### config.mk
export PLATFORM = sky130hd
export DESIGN_NAME = madam_mem_arbiter
export DESIGN_NICKNAME = d
export VERILOG_FILES = /design/src/rtl/madam_mem_arbiter.sv
export SDC_FILE = /design/constraint.sdc
export NUM_CORES = 1
export LEC_CHECK = 0
export CAP_MARGIN = 10
export CORE_AREA = 2 2 139 141
export DETAILED_ROUTE_END_ITERATION = 10
export DIE_AREA = 0 0 141 143
export GPL_ROUTABILITY_DRIVEN = 0
export HOLD_SLACK_MARGIN = 0.02
export PLACE_DENSITY = 0.59
export RECOVER_POWER = 100
export SYNTH_ARGS = -nofsm -noshare
export SYNTH_HDL_FRONTEND = slang
export SYNTH_SLANG_ARGS = --single-unit
### constraint.sdc
create_clock -name aclk -period 2.6 [get_ports aclk]
set_input_delay 0.78 -clock aclk [delete_from_list [all_inputs] [get_ports aclk]]
set_output_delay 0.78 -clock aclk [all_outputs]
set_load 0.005 [all_outputs]
### src/rtl/madam_mem_arbiter.sv
// Round-robin arbiter sharing the single MADAM memory port among NUM_REQ requesters.
// One memory transaction is outstanding at a time; each requester sees its own gnt/rsp_valid.
module madam_mem_arbiter #(
  parameter int unsigned NUM_REQ    = 3,
  parameter int unsigned DATA_WIDTH = 32,
  parameter int unsigned ADDR_WIDTH = 32,
  parameter int unsigned BE_WIDTH   = DATA_WIDTH / 8
) (
  input  logic                           aclk,
  input  logic                           areset,
  input  logic [NUM_REQ-1:0]             req_i,
  input  logic [NUM_REQ-1:0]             we_i,
  input  logic [NUM_REQ*ADDR_WIDTH-1:0]  addr_i,
  input  logic [NUM_REQ*DATA_WIDTH-1:0]  wdata_i,
  input  logic [NUM_REQ*BE_WIDTH-1:0]    be_i,
  output logic [NUM_REQ-1:0]             gnt_o,
  output logic [NUM_REQ-1:0]             rsp_valid_o,
  output logic [DATA_WIDTH-1:0]          rdata_o,
  output logic                           mem_req,
  output logic                           mem_we,
  output logic [ADDR_WIDTH-1:0]          mem_addr,
  output logic [DATA_WIDTH-1:0]          mem_wdata,
  output logic [BE_WIDTH-1:0]            mem_be,
  input  logic                           mem_gnt,
  input  logic                           mem_rsp_valid,
  input  logic [DATA_WIDTH-1:0]          mem_rdata,
  output logic [$clog2(NUM_REQ)-1:0]     owner_o,
  output logic                           busy_o
);

  localparam int unsigned OW = $clog2(NUM_REQ);

  localparam logic [1:0] StIdle    = 2'd0;
  localparam logic [1:0] StIssue   = 2'd1;
  localparam logic [1:0] StWaitRsp = 2'd2;

  logic [1:0]    state_q, state_d;
  logic [OW-1:0] owner_q, owner_d;
  logic [OW-1:0] last_q, last_d;
  logic [OW-1:0] pick;
  logic          found;
  int unsigned   idx;
  logic          issue;

  // First requester above the last winner, wrapping around.
  always_comb begin
    pick  = owner_q;
    found = 1'b0;
    idx   = 0;
    for (int unsigned i = 1; i <= NUM_REQ; i++) begin
      idx = (32'(last_q) + i) % NUM_REQ;
      if (!found && req_i[idx]) begin
        found = 1'b1;
        pick  = OW'(idx);
      end
    end
  end

  always_comb begin
    state_d = state_q;
    owner_d = owner_q;
    last_d  = last_q;
    case (state_q)
      StIdle: begin
        if (found) begin
          owner_d = pick;
          state_d = StIssue;
        end
      end
      StIssue: begin
        if (mem_gnt) begin
          if (mem_rsp_valid) begin
            state_d = StIdle;
            last_d  = owner_q;
          end else begin
            state_d = StWaitRsp;
          end
        end
      end
      StWaitRsp: begin
        if (mem_rsp_valid) begin
          state_d = StIdle;
          last_d  = owner_q;
        end
      end
      default: state_d = StIdle;
    endcase
  end

  always_ff @(posedge aclk) begin
    if (areset) begin
      state_q <= StIdle;
      owner_q <= '0;
      last_q  <= OW'(NUM_REQ - 1);
    end else begin
      state_q <= state_d;
      owner_q <= owner_d;
      last_q  <= last_d;
    end
  end

  assign issue  = (state_q == StIssue);
  assign busy_o = (state_q == StIssue) || (state_q == StWaitRsp);
  assign owner_o = owner_q;
  assign rdata_o = mem_rdata;

  // Payload is forced to zero outside ISSUE so the memory side sees a quiet bus.
  assign mem_req   = issue;
  assign mem_we    = issue ? we_i[owner_q] : 1'b0;
  assign mem_addr  = issue ? addr_i[owner_q*ADDR_WIDTH +: ADDR_WIDTH] : '0;
  assign mem_wdata = issue ? wdata_i[owner_q*DATA_WIDTH +: DATA_WIDTH] : '0;
  assign mem_be    = issue ? be_i[owner_q*BE_WIDTH +: BE_WIDTH] : '0;

  always_comb begin
    gnt_o       = '0;
    rsp_valid_o = '0;
    if (issue) begin
      gnt_o[owner_q] = mem_gnt;
    end
    if (busy_o) begin
      rsp_valid_o[owner_q] = mem_rsp_valid;
    end
  end

endmodule

==> impl_metrics.tcl, run 1 <==
set metrics [dict create \
    die_area_um2 20200 \
    grt_usage_pct 11.4 \
    drc 0 \
    pre_cts_ws_ps -357 \
    synth_area_leaders "mux2i_1 (27%), nor2_1 (21%), a21oi_1 (14%), buf_4 (9.4%), dfxtp_1 (4.7%)" \
    r2r_cells 6 \
    fin_nets 931 \
    drtIter0Drc 80 \
    post-dp-hpwl_um 10300 \
    first_pass_iters 4 \
    layout-drive-gt1-share_pct 13.1 \
    floorplan.initialDensity_pct 13.8 \
    antenna_found_initial 0 \
    wl_um 12600 \
    clock_latency_ps 230 \
    drt-vias-per-instance 4.19 \
    start_kind "input port" \
    syn_area_um2 2560 \
    cts.clk_slew.worst_paths_ps 30 \
    diodes 0 \
    drv_cap 0 \
    netlist_instances 420 \
    crit_fanout 1 \
    drt-wirelength-per-cell_um 13.9 \
    setup_slack_ps 30.8 \
    io_buffers 292 \
    h-tree-depth 1 \
    synth-seq-cells 6 \
    cts_root_buf "clkbuf_16" \
    vias 3820 \
    yosys.area.top_type_share_pct 27.4 \
    worstMarginPinSlew_ps 530 \
    ys_seq_area_share_pct 4.69 \
    worst_setup_path_end_kind "output pin" \
    synth_edf_count 0 \
    fp.coreArea_um2 18600 \
    ant_nets 0 \
    clockBufferDepth 2 \
    register_area_um2 125 \
    holdBufCountCts 0 \
    grt_pass1_vias 3670 \
    criticalPathCategory "in -> out" \
    cts_tree "built" \
    crit_required_ps 1820 \
    synthesis.nets 673 \
    synth_top_cell_by_area "mux2i_1" \
    hold_depth 2 \
    ir_worst_vdd_uv 289 \
    avgSynthCellArea_um2 6.09 \
    grt_first_pass_wirelength_um 18800 \
    slew_violations 0 \
    power.density_nw_per_um2 501 \
    synth_ff_type "dfxtp_1" \
    yosysWarnings 0 \
    outcome "finished clean" \
    finalHoldViolations 0 \
    cts.sinks 6 \
    die_y_um 143 \
    yosys-top-cells-count "nor2_1 (146), a21oi_1 (70), mux2i_1 (70)" \
    min_path_type "reg -> reg" \
    ioPinCount 357 \
    yosysMostFrequentCell "nor2_1" \
    worst_hold_slack_ps 499 \
    slew_headroom_pct 64.6 \
    fin_crit_sh_pct 98.8 \
    power_leakage_nw 2.30 \
    dieWidth_um 141 \
    cts_buffers 3 \
    max_freq_ghz 0.389 \
    critPathArrivalTime_ps 1790 \
    multi_input_area_um2 2050 \
    rows 50 \
    grt_overflow 0 \
    area_delta_synth_final_pct 117 \
    synthArstFlopShare_pct 0 \
    finalCriticalPeriod_ps 2570 \
    ys_types 40 \
    setup_viol 0 \
    grt_start_max_net_pins 40 \
    clock_skew_ps 0.252 \
    fill_cells 2058 \
]
## critical path, stage by stage
cell             delay, ps
clkdlybuf4s50_1        410
mux2i_1                120
nor2_1                  50
a21oi_1                120
nor2_1                  40
dlygate4sd2_1          260
## cells in the final DEF (no fill, tap or decap), drive strengths merged, types with 5 or more instances in the layout
cell type	n
a21oi	70
buf	34
clkbuf	43
clkdlybuf4s15	19
clkdlybuf4s50	205
dfxtp	6
dlygate4sd2	17
ha	7
inv	7
mux2i	71
nand2	12
nor2	146
nor3	5
## kinds of logic after synthesis
| family | synth area share [%] |
|---|---|
| and+or+nand+nor | 28.0 |
| buffers and inverters | 15.9 |
| DFF | 4.69 |
| adders and majority gates | 3.42 |
| muxes | 28.7 |
| AOI/OAI and AO/OA | 19.3 |
## path summary, 6_finish.rpt
check                    startpoint                       to  slack, ps
min          last_q[0]$_SDFFE_PP0P_   last_q[0]$_SDFFE_PP0P_        500
min reg2reg  last_q[0]$_SDFFE_PP0P_   last_q[0]$_SDFFE_PP0P_        500
max                      addr_i[26]             mem_addr[26]         30
max reg2reg  last_q[0]$_SDFFE_PP0P_  owner_o[1]$_SDFFE_PP0P_        400
## routing by layer
layer	part of all wire (%)	global-route usage (%)	wire length [um]
met1	39	12.5	4910
met2	50	22.0	6280
met3	9.0	2.55	1130
met4	2.5	3.47	312
met5	0	0	0
## metrics by stage
step	util (%)	cells	TNS [ps]	power, mW	area, um^2
finish	29.9	911	0	2.78	5560
global route	29.9	911	-23.1	3.04	5560
CTS	30.4	908	-62.1	2.84	5660
detailed placement	30.7	904	-17150	2.77	5700
global placement	30.7	904	-16580	2.75	5700
floorplan	-	420	0	1.41	2560
## power by group
part           switching, mW  internal (mW)
combinational           1.14           1.24
sequential            0.0256          0.115
clock                 0.0580          0.204
total                   1.23           1.56
## flip-flops by register name, indices dropped and copies added, names as in the netlist
signal / count
last_q: 2
owner_o: 2
state_q: 2
## area by class of cell
cell class,instances,share of cell area [%]
flip-flops and latches,6,2.25
inverters,7,0.473
repair buffers,317,53.7
clock buffers,4,1.42
well taps,234,5.27
multi-input cells,343,36.9
## timing repair
action                     CTS  global route
cloned                       0             0
buffers inserted             0             3
resized for setup          118            96
pin swaps                   12            13
setup endpoints to repair   75            61
Power figures use the tool's default switching activity.
==> inputs of run 2 (changes only) <==
--- a/config.mk
+++ b/config.mk
@@ -11,6 +11,7 @@
 export DIE_AREA = 0 0 141 143
 export GPL_ROUTABILITY_DRIVEN = 0
 export HOLD_SLACK_MARGIN = 0.02
+export MAX_ROUTING_LAYER = met4
 export PLACE_DENSITY = 0.59
 export RECOVER_POWER = 100
 export SYNTH_ARGS = -nofsm -noshare
==> run 2 against run 1 <==
- combinational power about the same
- design area unchanged
- non-clock buffer count unchanged
- routed wire length up 0.11%
- critical path depth unchanged
- clock skew about the same
- final cell count unchanged
- clock power about the same
- register-to-register slack about the same
- maximum frequency about the same
- highest routed layer unchanged
==> impl_metrics.tcl, run 2 (synthesis gave the netlist of run 1 again) <==
set metrics [dict create \
    outcome "finished clean" \
    path_buf_inv 2 \
    drtIter0Drc 82 \
    crit_top_cell "nor2_1" \
    start_kind "input port" \
    clock_latency_ps 230 \
    grt_usage_pct 11.7 \
    holdBufCountCts 0 \
    fin_crit_sh_pct 98.8 \
    crit_chain "clkdlybuf4s50_1 -> mux2i_1 -> nor2_1 -> a21oi_1 -> nor2_1 -> dlygate4sd2_1" \
    fin_tns_setup_ps 0 \
    diodes 0 \
    grt_first_pass_wirelength_um 18700 \
    grt_start_max_net_pins 40 \
    cts_root_buf "clkbuf_16" \
    power.density_nw_per_um2 501 \
    setup_viol 0 \
    cts_tree "built" \
    layout-drive-gt1-share_pct 13.1 \
    die_y_um 143 \
    criticalPathCategory "in -> out" \
    crit_family "buffers and inverters" \
    post-dp-hpwl_um 10300 \
    dp_cells 904 \
    mostFrequentLayoutCells "clkdlybuf4s50_1 (205), nor2_1 (145), mux2i_1 (70), a21oi_1 (68), clkbuf_2 (39)" \
    critPathArrivalTime_ps 1790 \
    wl_um 12600 \
    crit_path_max_incr_delay_ps 410 \
    fp.coreArea_um2 18600 \
    reg2reg_slack_ps 400 \
    worst_hold_slack_ps 499 \
    drt-vias-per-instance 4.20 \
    highest_layer "met4" \
    timing.rr.end "owner_o[1]$_SDFFE_PP0P_" \
    vias 3823 \
    worstMarginPinSlew_ps 531 \
    grt_overflow 0 \
    crit_fanout 1 \
    endpoint "mem_addr[26]" \
    grt_pass1_vias 3684 \
    critPathLaunch "addr_i[26]" \
    max_freq_ghz 0.389 \
    fin_nets 931 \
    ioPinCount 357 \
    drc 0 \
    power_leakage_nw 2.30 \
    cts_buffers 3 \
    drv_cap 0 \
    floorplan.initialDensity_pct 13.8 \
    finalHoldViolations 0 \
    drt-wirelength-per-cell_um 13.9 \
    timing.rr.start "last_q[0]$_SDFFE_PP0P_" \
    rows 50 \
    ant_nets 0 \
    cp.depth 6 \
    ir_worst_vdd_uv 290 \
    first_pass_iters 4 \
    min_path_type "reg -> reg" \
    layout_commonest_cell "clkdlybuf4s50_1" \
    routed-wl-met3_um 1050 \
    clockBufferDepth 2 \
    clock_skew_ps 0.582 \
    cts.clk_slew.worst_paths_ps 40 \
    slew_violations 0 \
    dieWidth_um 141 \
    worst_setup_path_end_kind "output pin" \
    met2_length_um 6220 \
    h-tree-depth 1 \
    die_area_um2 20200 \
    slowest_stage "clkdlybuf4s50_1" \
    layout.cells.non_filler 911 \
    io_buffers 292 \
    crit_required_ps 1820 \
    antenna_found_initial 0 \
    finalCriticalPeriod_ps 2570 \
    cts.sinks 6 \
    area_delta_synth_final_pct 117 \
    r2r_cells 6 \
    slew_headroom_pct 64.6 \
    met1_length_um 5050 \
    finalPower_mw 2.79 \
]
## run 2: cell counts in the layout (fill, tap and decap cells not counted)
Identical to the previous run, type by type.
## run 2: worst min path at each step
stage | startpoint | to | cells past startpoint
6_report | last_q[0]$_SDFFE_PP0P_ | last_q[0]$_SDFFE_PP0P_ | 2
4_1_cts | last_q[0]$_SDFFE_PP0P_ | last_q[0]$_SDFFE_PP0P_ | 2
3_5_place_dp | last_q[0]$_SDFFE_PP0P_ | last_q[0]$_SDFFE_PP0P_ | 2
3_3_place_gp | last_q[0]$_SDFFE_PP0P_ | last_q[0]$_SDFFE_PP0P_ | 2
5_1_grt | last_q[0]$_SDFFE_PP0P_ | last_q[0]$_SDFFE_PP0P_ | 2
2_1_floorplan | last_q[0]$_SDFFE_PP0P_ | last_q[0]$_SDFFE_PP0P_ | 2
## run 2: stage by stage
step / setup slack [ps] / util [%] / instance area (um^2)
after global routing: -23.1 / 29.9 / 5560
after global placement: -370 / 30.7 / 5700
after detailed placement: -357 / 30.7 / 5700
final: 31.0 / 29.9 / 5560
after CTS: -62.1 / 30.4 / 5660
after floorplan: 399 / - / 2560
## run 2: metal layers
layer	GRT usage, %	vias to the layer above
met4	3.63	0
met5	-	-
met3	2.15	33
met1	12.7	1680
met2	21.9	197
li1	-	1913
## run 2: cell type report
| class | instances | area, um^2 |
|---|---|---|
| Tap cell | 234 | 293 |
| Clock buffer | 4 | 78.8 |
| Multi-Input combinational cell | 343 | 2050 |
| Fill cell | 2058 | 13000 |
| Sequential cell | 6 | 125 |
| Timing Repair Buffer | 317 | 2980 |
| Inverter | 7 | 26.3 |
## run 2: worst reg2reg max path, delay by kind of cell, from the launching register on
kind | cells | cell delay (ps)
compound gates | 2 | 310
fa+ha+maj | 1 | 470
buf+inv | 1 | 80
flops | 1 | 370
mux | 1 | 280
simple gates | 1 | 560
## run 2: power breakdown
group	switching (mW)	internal, mW	leakage (nW)
clock network	0.0590	0.204	0.0382
logic	1.15	1.24	2.21
registers	0.0256	0.115	0.0503
## run 2: repair_timing
action	CTS	global route
gates resized for setup	118	96
setup buffers	0	3
pin swaps	12	13
setup endpoints to repair	75	61
==> inputs of run 3 (changes only) <==
==> constraint.sdc (replaced) <==
create_clock -name aclk -period 2.44 [get_ports aclk]
set_input_delay 0.732 -clock aclk [delete_from_list [all_inputs] [get_ports aclk]]
set_output_delay 0.732 -clock aclk [all_outputs]
set_load 0.005 [all_outputs]
==> run 3 against run 2 <==
- core utilization up 0.24 points
- register-to-register slack got worse by 150 ps
- clock skew increased by 1.1 ps
- setup slack got worse by 4.7 ps
- critical path depth fell by 2
- flip-flop and latch count unchanged
==> impl_metrics.tcl, run 3 (synthesis gave the netlist of run 1 again) <==
set metrics [dict create \
    drtIter0Drc 91 \
    fin_crit_sh_pct 98.9 \
    timing.rr.end "owner_o[1]$_SDFFE_PP0P_" \
    max_freq_ghz 0.414 \
    final_util_pct 30.1 \
    comb_power_share_pct 85.5 \
    clock_latency_ps 230 \
    grt_pass1_vias 3730 \
    start_kind "input port" \
    layout_commonest_cell "clkdlybuf4s50_1" \
    timing.rr.start "last_q[0]$_SDFFE_PP0P_" \
    drt-vias-per-instance 4.15 \
    criticalPathCategory "in -> out" \
    slew_headroom_pct 65.1 \
    worstMarginPinSlew_ps 523 \
    grt_overflow 0 \
    critPathArrivalTime_ps 1680 \
    crit_required_ps 1710 \
    die_area_um2 20200 \
    cts_tree "built" \
    io_buffers 292 \
    cts_root_buf "clkbuf_16" \
    worst_setup_path_end_kind "output pin" \
    drv_cap 0 \
    holdBufCountCts 0 \
    rsz0062_at_grt "yes" \
    fin_nets 939 \
    ir_worst_vdd_uv 263 \
    postLayoutCellArea_um2 5600 \
    min_path_type "reg -> reg" \
    die_y_um 143 \
    dieWidth_um 141 \
    hold_end "last_q[0]$_SDFFE_PP0P_" \
    drt-wirelength-per-cell_um 14.0 \
    antenna_found_initial 0 \
    area_delta_synth_final_pct 119 \
    clock_skew_ps 1.65 \
    power_leakage_nw 2.62 \
    ioPinCount 357 \
    crit_fanout 3 \
    power.density_nw_per_um2 532 \
    grt_first_pass_wirelength_um 18700 \
    cts.clk_slew.worst_paths_ps 40 \
    clockBufferDepth 2 \
    cts_buffers 3 \
    hold_start "last_q[0]$_SDFFE_PP0P_" \
    layout-drive-gt1-share_pct 18.2 \
    vias 3815 \
    finalHoldViolations 0 \
    grt_start_max_net_pins 40 \
    fp.coreArea_um2 18600 \
    finalPower_mw 2.98 \
    slew_violations 0 \
    h-tree-depth 1 \
    hold_depth 2 \
    critPathLaunch "mem_rsp_valid" \
    p_int_mw 1.65 \
    floorplan.initialDensity_pct 13.8 \
    ant_nets 0 \
    outcome "finished clean" \
    wl_um 12900 \
    first_pass_iters 5 \
    grt_usage_pct 11.7 \
    setup_slack_ps 26.3 \
    swShare_pct 44.7 \
    drc 0 \
    post-dp-hpwl_um 10200 \
    layout.cells.non_filler 920 \
    worst_hold_slack_ps 505 \
    placed_cell_area_um2 5770 \
    cts.sinks 6 \
    power_switching_mw 1.33 \
    rows 50 \
    reg2reg_slack_ps 250 \
    fin_tns_setup_ps 0 \
    p_clk_share_pct 9.3 \
    dp_cells 914 \
    pre_cts_ws_ps -414 \
    r2r_cells 6 \
    finalCriticalPeriod_ps 2410 \
    seqPwrFrac_pct 5.2 \
    post-cts-setup-buffers 0 \
    mostFrequentLayoutCells "clkdlybuf4s50_1 (163), nor2_1 (144), mux2i_1 (70), a21oi_1 (64), clkbuf_2 (36)" \
    setup_viol 0 \
]
run 3: cell types whose count changed in the layout (fill, tap and decap cells not counted), moves of 4 or more:
cell	delta
a21oi_1	-4
a21oi_2	+4
buf_2	+25
buf_4	+7
clkdlybuf4s15_1	-17
clkdlybuf4s50_1	-42
dlygate4sd2_1	+7
dlymetal6s2s_1	+29
run 3: area by class of cell:
class                      count  area, um^2
timing repair buffer         325        3010
fill                        2042       13000
multi-input combinational    343        2070
antenna                        1        2.50
tap                          234         293
inverter                       7        26.3
clock buffer                   4        78.8
sequential                     6         125
run 3: power groups by stage:
stage	Sequential [mW]	Clock, mW	Combinational [mW]
floorplan	0.132	0	1.37
global placement	0.153	0	2.85
detailed placement	0.153	0	2.85
CTS	0.152	0.279	2.67
global route	0.160	0.288	2.81
finish	0.155	0.277	2.55
run 3: worst max-delay path: stages:
cell and delay [ps]:
clkdlybuf4s50_1 480, nand2_1 90, nor3_1 130, clkdlybuf4s15_1 240
run 3: worst max path at each step:
stage                                 to  depth (start not counted)  slack [ps]
final                     rsp_valid_o[0]                          4          30
after floorplan                mem_be[0]                          6         290
after detailed placement       mem_be[3]                          6        -410
after global routing        mem_addr[26]                          6         -40
after CTS                      mem_be[3]                          6         -30
after global placement         mem_be[3]                          6        -420
run 3: repair_timing:
action / 4_1_cts / 5_1_grt
gates resized for setup: 222 / 93
endpoints found under the setup margin: 75 / 60
gates cloned: 0 / 1
pin swaps: 18 / 36
run 3: per-layer routing:
layer  vias to the layer above  share of wire (%)  GRT usage, %
met1                      1684                 40          13.3
li1                       1927                  -             -
met3                        24                7.5          2.01
met2                       180                 50          21.5
met5                         -                  0             -
met4                         0                1.7          2.84
